$ cat config.mk
export PLATFORM = sky130hd
export DESIGN_NAME = spi_reg_bridge
export DESIGN_NICKNAME = d
export VERILOG_FILES = /design/src/rtl/spi_reg_pkg.sv /design/src/rtl/spi_sync_edge.sv /design/src/rtl/spi_reg_bridge.sv
export SDC_FILE = /design/constraint.sdc
export NUM_CORES = 1
export LEC_CHECK = 0
export CELL_PAD_IN_SITES_DETAIL_PLACEMENT = 0
export CELL_PAD_IN_SITES_GLOBAL_PLACEMENT = 2
export CORE_MARGIN = 5
export CORE_UTILIZATION = 29
export DETAILED_ROUTE_END_ITERATION = 8
export GPL_TIMING_DRIVEN = 0
export PLACE_DENSITY = 0.72
export SLEW_MARGIN = 20
export SYNTH_ARGS = -nofsm -noshare
export SYNTH_HDL_FRONTEND = slang
export SYNTH_SLANG_ARGS = --single-unit
$ cat constraint.sdc
create_clock -name clk -period 2 [get_ports clk]
set_clock_uncertainty 0.2 [all_clocks]
set_input_delay 0.2 -clock clk [delete_from_list [all_inputs] [get_ports clk]]
set_output_delay 0.2 -clock clk [all_outputs]
set_load 0.05 [all_outputs]
$ cat src/rtl/spi_reg_pkg.sv
// Shared widths, command-byte layout, FSM encoding and debug view for the SPI register bridge.
package spi_reg_pkg;

  localparam int DEF_ADDR_W = 6;
  localparam int DEF_DATA_W = 8;
  localparam int CMD_WR_BIT = 7;

  typedef enum logic [1:0] {
    IDLE    = 2'd0,
    CMD     = 2'd1,
    DATA_WR = 2'd2,
    DATA_RD = 2'd3
  } state_t;

  // Debug view of the bridge: FSM state, bit position and synchronized pin activity.
  typedef struct packed {
    state_t     state;
    logic [2:0] bit_cnt;
    logic       sclk_s;
    logic       frame_end;
  } dbg_t;

endpackage

$ cat src/rtl/spi_sync_edge.sv
// Two-flop synchronizer for an asynchronous pin plus single-cycle rise/fall pulses.
module spi_sync_edge #(
  parameter logic RST_VAL = 1'b0
) (
  input  logic clk,
  input  logic rst_n,
  input  logic din,
  output logic sync,
  output logic rise,
  output logic fall
);

  logic s1, s2, s3;

  always_ff @(posedge clk or negedge rst_n) begin
    if (!rst_n) begin
      s1 <= RST_VAL;
      s2 <= RST_VAL;
      s3 <= RST_VAL;
    end else begin
      s1 <= din;
      s2 <= s1;
      s3 <= s2;
    end
  end

  assign sync = s2;
  assign rise = s2 & ~s3;
  assign fall = ~s2 & s3;

endmodule

$ cat src/rtl/spi_reg_bridge.sv
// SPI mode-0 slave that turns command/data frames into single-cycle register-bus read/write strobes.
// Register bus: read/write are one-cycle strobes, never together; addr is stable while either is high and data_read is sampled in the read cycle.
module spi_reg_bridge
  import spi_reg_pkg::*;
#(
  parameter int ADDR_W = DEF_ADDR_W,
  parameter int DATA_W = DEF_DATA_W
) (
  input  logic              clk,
  input  logic              rst_n,
  input  logic              sclk,
  input  logic              cs_n,
  input  logic              mosi,
  output logic              miso,
  output logic              read,
  output logic              write,
  output logic [ADDR_W-1:0] addr,
  output logic [DATA_W-1:0] data_write,
  input  logic [DATA_W-1:0] data_read,
  output dbg_t              dbg
);

  localparam logic [ADDR_W-1:0] ADDR_ONE = 1;

  logic sclk_sync, sclk_rise, sclk_fall;
  logic cs_sync, cs_rise, cs_fall;
  logic mosi_s1, mosi_sync;

  state_t            state;
  logic [2:0]        bit_cnt;
  logic [DATA_W-1:0] rx_shift, tx_shift, rx_next;

  spi_sync_edge #(.RST_VAL(1'b0)) u_sclk_sync (
    .clk(clk), .rst_n(rst_n), .din(sclk),
    .sync(sclk_sync), .rise(sclk_rise), .fall(sclk_fall)
  );

  spi_sync_edge #(.RST_VAL(1'b1)) u_cs_sync (
    .clk(clk), .rst_n(rst_n), .din(cs_n),
    .sync(cs_sync), .rise(cs_rise), .fall(cs_fall)
  );

  always_ff @(posedge clk or negedge rst_n) begin
    if (!rst_n) begin
      mosi_s1   <= 1'b0;
      mosi_sync <= 1'b0;
    end else begin
      mosi_s1   <= mosi;
      mosi_sync <= mosi_s1;
    end
  end

  assign rx_next = {rx_shift[DATA_W-2:0], mosi_sync};

  always_ff @(posedge clk or negedge rst_n) begin
    if (!rst_n) begin
      state      <= IDLE;
      bit_cnt    <= 3'd0;
      rx_shift   <= '0;
      tx_shift   <= '0;
      addr       <= '0;
      data_write <= '0;
      read       <= 1'b0;
      write      <= 1'b0;
    end else begin
      read  <= 1'b0;
      write <= 1'b0;
      // Loads use the data_read presented during the read strobe cycle.
      if (read)
        tx_shift <= data_read;
      if (write)
        addr <= addr + ADDR_ONE;
      if (cs_sync) begin
        state    <= IDLE;
        bit_cnt  <= 3'd0;
        rx_shift <= '0;
      end else begin
        case (state)
          IDLE: begin
            if (cs_fall) begin
              state    <= CMD;
              bit_cnt  <= 3'd0;
              rx_shift <= '0;
            end
          end
          default: begin
            if (sclk_rise) begin
              rx_shift <= rx_next;
              bit_cnt  <= bit_cnt + 3'd1;
              if (bit_cnt == 3'd7) begin
                case (state)
                  CMD: begin
                    addr <= rx_next[ADDR_W-1:0];
                    if (rx_next[CMD_WR_BIT]) begin
                      state <= DATA_WR;
                    end else begin
                      state <= DATA_RD;
                      read  <= 1'b1;
                    end
                  end
                  DATA_WR: begin
                    data_write <= rx_next;
                    write      <= 1'b1;
                  end
                  DATA_RD: begin
                    addr <= addr + ADDR_ONE;
                    read <= 1'b1;
                  end
                  default: ;
                endcase
              end
            end
            // The falling edge right after a byte boundary must not shift out the freshly loaded MSB.
            if (sclk_fall && state == DATA_RD && bit_cnt != 3'd0)
              tx_shift <= {tx_shift[DATA_W-2:0], 1'b0};
          end
        endcase
      end
    end
  end

  assign miso = (state == DATA_RD) ? tx_shift[DATA_W-1] : 1'b0;

  assign dbg.state     = state;
  assign dbg.bit_cnt   = bit_cnt;
  assign dbg.sclk_s    = sclk_sync;
  assign dbg.frame_end = cs_rise;

endmodule

* After elaboration in Yosys (flattened, before gate mapping)
Index checks and enable logic that the tools add are counted. W data, S select, Z words.
Cells by class: $add $sub $neg 2, $mul 0, divide/modulo/power cells 0, magnitude comparators 0, eq/ne operators 5, shift-type cells 0, muxes and demuxes 37, bitwise logic cells 9, reduce and logical (&&, ||, !) cells 10
Operator list (count):
- $mux W8 | 4
- $mux W6 | 5
- $mux W7 | 4
- $mux W1 | 12
- $mux W2 | 6
- $mux W3 | 4
- $pmux W6 S2 | 1
- $reduce_bool A3 Y1 | 4
- $add A6 B1 Y6 const B | 1
- $not A1 Y1 | 5
- $reduce_and A5 Y1 | 1
- $and A1 B1 Y1 | 4
- $eq A2 B2 Y1 const B | 2
- $reduce_and A4 Y1 | 1
- $add A3 B1 Y3 const B | 1
- $eq A3 B3 Y1 const B | 1
- $ne A3 B2 Y1 const B | 1
- $eq A2 B1 Y1 const B | 1
- $logic_and A1 B1 Y1 | 2
- $logic_not A2 Y1 | 1
- $pmux W1 S2 | 1
- $reduce_and A2 Y1 | 1
Word-level totals: register bits after elaboration 44, latch bits 0, memory bits (writable) 0, bits in read-only memories 0, output and inout bits 24, memories kept 0

* Depth between registers and ports, before layout
depth in word-level cells 7, mapped depth 9

* Modules after synthesis
Synthesis repeated with hierarchy kept, for this count alone.
Second synthesis, totals: cells, all modules 156, area total of the unflattened synthesis 1928.1 um^2
Modules (own cells, without submodules):
- spi_reg_bridge | instances 1, cells an instance 146, area an instance 1744.2 um^2
- spi_sync_edge (u_cs_sync) | instances 1, cells an instance 5, area an instance 93.8 um^2
- spi_sync_edge (u_sclk_sync) | instances 1, cells an instance 5, area an instance 90.1 um^2

* Least setup slack after synthesis
Ideal clock, no wire load.
kind flip-flop to flip-flop, start reg bit_cnt[0], end reg addr[1], library setup time 0.127 ns, arrival time 2.143 ns, data required time 1.673 ns, slack -0.470 ns, cell stages (with the launch flop) 10, path buffers 2, cells stage by stage dfrtp_1 -> ha_1 -> ha_1 -> and3b_1 -> buf_6 -> and2_4 -> buf_6 -> mux2_4 -> a222oi_1 -> inv_1
Between the ends: cells in the longest elaborated chain, start to end 5
RTL lines:
- start, declared | line spi_reg_bridge.sv:30 | logic [2:0] bit_cnt;
- start signal, assigned | line spi_reg_bridge.sv:89 | bit_cnt <= bit_cnt + 3'd1;
- $eq A3 B3 Y1 | line spi_reg_bridge.sv:90 | if (bit_cnt == 3'd7) begin
- $mux W6 | line spi_reg_bridge.sv:90
- $mux W6 | line spi_reg_bridge.sv:87 | if (sclk_rise) begin
- $mux W6 | line spi_reg_bridge.sv:78 | case (state)
- $mux W6 | line spi_reg_bridge.sv:73 | if (cs_sync) begin
- end signal, assigned | line spi_reg_bridge.sv:72 | addr <= addr + ADDR_ONE;
- end signal, assigned | line spi_reg_bridge.sv:93 | addr <= rx_next[ADDR_W-1:0];
- end signal, assigned | line spi_reg_bridge.sv:106 | addr <= addr + ADDR_ONE;
- end, declared | line spi_reg_bridge.sv:17 | output logic [ADDR_W-1:0] addr,
No other way between the ends. A chain may end at the register's enable or synchronous reset.

* Worst setup path in the final report
start reg bit_cnt[1], end reg addr[1]
Same word-level chain as after synthesis.

==> flow_summary.yaml <==
yosys:
  ys_seq_area_share_pct: 57.6
  synth_area_per_cell_sq_um: 10.5
  ys_warn_count: 0
  syn_inst: 182
  yosysTopAreaCell: "dfrtp_1"
  synth.net_count: 199
  ys_ff_latch: 44
  synth_top_area_share_pct: 53.5
  synth_area_leaders: "dfrtp_1, nand2_1, o21ai_0, mux2i_1, dfstp_2"
  netlist_area_sq_um: 1920
  yosys.cell_types.count: 31
cts:
  cts_tree: "done"
  cts.sinks: 44
  htree_levels: 2
  numCtsBuffers: 5
  clk_latency_ps: 290
  clk_pin_slew_ps: 80
  clockBufferDepth: 2
  clockRootBuffer: "clkbuf_8"
floorplan:
  coreArea_sq_um: 6390
  fp.dieW_um: 91.3
  die_h_um: 91.3
  initial_core_util_pct: 30.0
  die-area_sq_um: 8340
  row_count: 29
  io_pins: 37
global_routing:
  antenna_found_initial: 0
  gr-usage-all-layers_pct: 10.5
  overflow: 0
  grt_pass1_wl_mm: 7.12
  grt_pass1_vias: 1475
  grt_start_max_net_pins: 32
setup_path:
  cp_common_cell: "ha_4"
  arrival_ps: 2060
  crit_buf_inv: 1
  slowest_delay_ps: 430
  cp-start-kind: "flip-flop"
  critPathMaxFanout: 4
  worstSetupPathType: "reg -> reg"
  slowest_stage: "dfrtp_2"
  crit_chain: "ha_4, ha_4, and3b_2, and2_4, mux2_4, a222oi_1, inv_1"
  cp.required_ps: 1980
  worst_path_dominant_cell_family: "flip-flops"
  cp-end-kind: "flip-flop"
placement:
  portBuffers: 36
  hpwl_mm: 2.92
  dpl-instance-area_sq_um: 2420
  place_congestion: 0.696
  dp_cells: 296
drt:
  via_per_inst: 4.64
  firstDrtPassIters: 4
  ant_nets: 0
  vias: 1439
  routedWlPerCell_um: 13.3
  drc: 0
  drt_iter0_drc: 44
  routed_wl_mm: 4.11
sta:
  final_max_slew_viol_count: 0
  whs_ps: 109
  period_needed_ps: 2070
  timing.final.crit_share_pct: 104
  fmax_ghz: 0.482
  hold_viol_final: 0
  tightest_slew_ps: 708
  setup_violations: 1
  rsz0062_at_grt: "true"
  layout_setup_ws_ps: -73.9
  slew_headroom_pct: 52.4
power:
  worst_ir_drop_vdd_mv: 0.326
  p_leak_nw: 1.14
  power_density_nw_per_um2: 621
  finalPower_mw: 1.59
flow_run:
  maxCapViolations: 0
layout:
  fin_cells: 310
  drive_gt1_share_pct: 18.0
  mostFrequentLayoutCells: "nand2_1, dfrtp_1, clkdlybuf4s50_1"
  antenna_cells: 0
  fin_nets: 249
  stdcell_area_sq_um: 2550
  layout_commonest_cell: "nand2_1"
  syn2layout_area_growth_pct: 33.3
status:
  violations: "negative setup slack"
  status: "complete, but fails checks"
hold_path:
  hp-class: "in -> reg"
==> cells in the mapped netlist <==
library cell and n:
a31oi_1 1, ha_1 4, o2bb2ai_1 1, buf_4 2, and3b_1 1, mux2_2 3
clkbuf_1 3, mux2_4 1, and3_1 3, mux2i_1 8, dfstp_2 3, a22oi_1 1
a211oi_2 1, xor2_1 4, o2111ai_1 2, nand2b_1 1, buf_6 2, inv_1 5
a22o_1 5, a21oi_1 4, nand2_1 43, and2_4 1, nor3_1 2, nand4b_1 1
o21ai_0 18, dfrtp_1 41, nand3_1 3, buf_2 4, nor2_1 10, a222oi_1 1
nor2b_1 3
==> path summary, 6_finish.rpt <==
path / start / to / slack (ps) / depth (start not counted)
worst max-delay path: bit_cnt[1] / addr[1] / -70 / 7
worst min-delay path: cs_n / u_cs_sync.s1 / 110 / 1
worst max register to register: bit_cnt[1] / addr[1] / -70 / 7
worst min register to register: u_sclk_sync.s1 / u_sclk_sync.sync / 150 / 0
max in group asynchronous: rst_n / u_cs_sync.s3 / 910 / 3
min in group asynchronous: rst_n / tx_shift[3] / 140 / 2
==> registers in the layout, indices dropped and copies added, names as in the netlist <==
register / cells
data_write: 8
tx_shift: 8
rx_shift: 7
addr: 6
bit_cnt: 3
state: 2
mosi_s1: 1
mosi_sync: 1
read: 1
u_cs_sync.s1: 1
u_cs_sync.s3: 1
u_cs_sync.sync: 1
u_sclk_sync.s1: 1
u_sclk_sync.s3: 1
u_sclk_sync.sync: 1
write: 1
==> final cells by class <==
type	instances	area [sq um]
Buffer	9	46.3
Clock buffer	8	90.1
Fill cell	654	3830
Inverter	5	18.8
Multi-Input combinational cell	122	766
Sequential cell	44	1110
Tap cell	77	96.3
Timing Repair Buffer	45	428
==> kinds of logic (layout without fill, tap and decap cells) <==
group | Yosys count | after routing | synth area share (%)
muxes | 12 | 12 | 6.72
and+or+nand+nor | 68 | 68 | 15.3
buffers and inverters | 16 | 67 | 4.57
xor gates and xnor gates | 4 | 4 | 1.83
adders and majority gates | 4 | 4 | 2.61
AOI/OAI and AO/OA | 34 | 34 | 11.3
DFF | 44 | 44 | 57.6
==> what timing repair did <==
| item | 4_1_cts | 5_1_grt |
|---|---|---|
| hold buffers | 1 | 0 |
| buffers inserted | 7 | 0 |
| gates resized for setup | 12 | 7 |
| pin swaps | 4 | 1 |
| hold endpoints to repair | 41 | 0 |
| endpoints found under the setup margin | 24 | 23 |
==> metal layers <==
| metal | share of wire (%) | GRT usage [%] |
|---|---|---|
| met5 | 0 | 0 |
| met4 | 1.7 | 4.03 |
| met3 | 4.2 | 3.14 |
| met2 | 46 | 15.3 |
| met1 | 48 | 14.7 |
==> stage by stage <==
stage | TNS, ps | utilization, % | setup WS, ps
4_1_cts | -255 | 39.8 | -80.6
5_1_grt | -1310 | 40.0 | -192
6_report | -73.9 | 40.0 | -73.9
3_5_place_dp | -1400 | 37.9 | -274
3_3_place_gp | -35260 | 37.6 | -943
2_1_floorplan | -968 | - | -338
==> where the power goes <==
| group | total (mW) | internal [mW] | switching [mW] |
|---|---|---|---|
| logic | 0.101 | 0.0443 | 0.0570 |
| clock network | 0.571 | 0.282 | 0.289 |
| registers | 0.913 | 0.902 | 0.0108 |
Note: power is estimated with default switching activity, not from simulation.
==> RTL change (config.mk and constraints unchanged) <==
Reset style: synchronous (`rst_n`), changed in 3 clocked blocks. Comments in the files are not updated.
--- a/src/rtl/spi_sync_edge.sv
+++ b/src/rtl/spi_sync_edge.sv
@@ -12,7 +12,7 @@
 
   logic s1, s2, s3;
 
-  always_ff @(posedge clk or negedge rst_n) begin
+  always_ff @(posedge clk) begin
     if (!rst_n) begin
       s1 <= RST_VAL;
       s2 <= RST_VAL;
--- a/src/rtl/spi_reg_bridge.sv
+++ b/src/rtl/spi_reg_bridge.sv
@@ -40,7 +40,7 @@
     .sync(cs_sync), .rise(cs_rise), .fall(cs_fall)
   );
 
-  always_ff @(posedge clk or negedge rst_n) begin
+  always_ff @(posedge clk) begin
     if (!rst_n) begin
       mosi_s1   <= 1'b0;
       mosi_sync <= 1'b0;
@@ -52,7 +52,7 @@
 
   assign rx_next = {rx_shift[DATA_W-2:0], mosi_sync};
 
-  always_ff @(posedge clk or negedge rst_n) begin
+  always_ff @(posedge clk) begin
     if (!rst_n) begin
       state      <= IDLE;
       bit_cnt    <= 3'd0;
Function: differs if rst_n is asserted again (counterexample within 4 cycles, from zero or initial values and one cycle with rst_n low); with rst_n held inactive, the same outputs for 10 cycles.
==> RTL change against the original RTL <==
Setup slack better by 0.14 ns; sequential cell count stayed put; die area is 2.6% lower; critical endpoint is now addr[1]; wire length is 11% higher; final area is 2.8% lower; total power is 2.2% lower; cell count is 0.97% higher; maximum frequency is 7.3% higher; synthesized cell count is 3.8% higher; clock power is 5.3% higher; non-clock buffer count is 5 lower; highest routed layer unchanged; area after synthesis is 2.9% lower.
==> RTL change: results (changes against the original RTL) <==
[final_layout]
buffers = 49  ; -9.3%
inv_count = 4  ; -1
multi_input_area_um2 = 946  ; +24%
final_util = 0.393  ; -0.00670
fillers = 677  ; +3.5%
multi_input_cells = 131  ; +7.4%
nets = 252  ; +1.2%
clkbuf_count = 6  ; -2
stdcell_count = 313  ; +0.97%
clkCellAreaFrac = 0.0388  ; +0.00353
nonClkBufAreaFrac = 0.177  ; -0.00827
drive_above_1_share = 0.153  ; -0.0277
seq_area_frac = 0.358  ; -0.0762

[place]
hpwl_um = 3230  ; +11%
placed_area_um2 = 2330  ; -3.7%
gp_congestion = 0.709  ; +1.8%
dp_slack_ns = -0.159  ; +0.115 ns
dp_cells = 302  ; +2.0%

[route]
drtIter0Drc = 56  ; +27%
wl_per_cell_um = 14.6  ; +9.9%
vias = 1535  ; +6.7%

[critical_path]
max_stage_delay_ns = 0.46  ; +0.03 ns
path_max_fanout = 5  ; +1
cp_data_arrival_time_ns = 1.93  ; -0.13 ns

[global_routing]
use_met1 = 0.160  ; +0.0122
grtUsageTotal = 0.115  ; +0.00928
grt_pass1_wl_um = 7580  ; +6.5%
grt_max_degree = 15  ; -53%

[worst_hold_path]
min_from = u_cs_sync.s1

[timing]
timing.final.crit_share = 0.967  ; -0.0703
setup_viol_count_final = 0  ; -1

[synthesis]
synth_xor_area_frac = 0.00941  ; -0.00887
yosysSeqAreaShare = 0.473  ; -0.103
synth_common_cells = dfxtp_1, nor2_1, mux2i_1
synth.mux.area_fraction = 0.0867  ; +0.0195
synth_cell_types = 42  ; +35%
synth_area_leaders = dfxtp_1, mux2i_1, nor2_1, a22oi_1, a211oi_1
syn_avg_cell_area_um2 = 9.85  ; -6.5%
async_flop_share = 0  ; -1.00

[clock_tree]
postCtsHoldBufs = 0  ; -1

[run_status]
status = finished, final reports clean

[pwr]
peakVddDrop_v = 0.000384  ; +18%
p_int_mw = 1.19  ; -2.9%

-- RTL change: power by group through the flow --
stage,Sequential (mW),Combinational [mW],Clock [mW]
after floorplan,0.903,0.0297,0
after global placement,0.904,0.0678,0
after detailed placement,0.905,0.0676,0
after CTS,0.884,0.0673,0.623
after global routing,0.885,0.0728,0.657
final,0.884,0.0665,0.601
-- RTL change: metal layers --
metal	part of all wire	wire, um
met5	0	0
met4	0.013	60
met3	0.051	235
met2	0.41	1890
met1	0.52	2380
-- RTL change: path summary, 6_finish.rpt --
path,end,depth (start not counted)
hold / removal,u_cs_sync.sync,1
setup reg to reg,addr[1],6
setup / recovery,addr[1],6
hold reg to reg,u_cs_sync.sync,1
-- RTL change: timing repair --
action,CTS,global route
resized for setup,12,7
endpoints found under the setup margin,7,8
setup buffers,0,3
pin swaps,0,1
hold endpoints to repair,0,0
-- RTL change: worst max-delay path: cells and delay by family (launching register included) --
kind            cells  cell delay [ns]
simple gates        2             0.60
compound gates      2             0.36
fa+ha+maj           2             0.29
flops               1             0.38
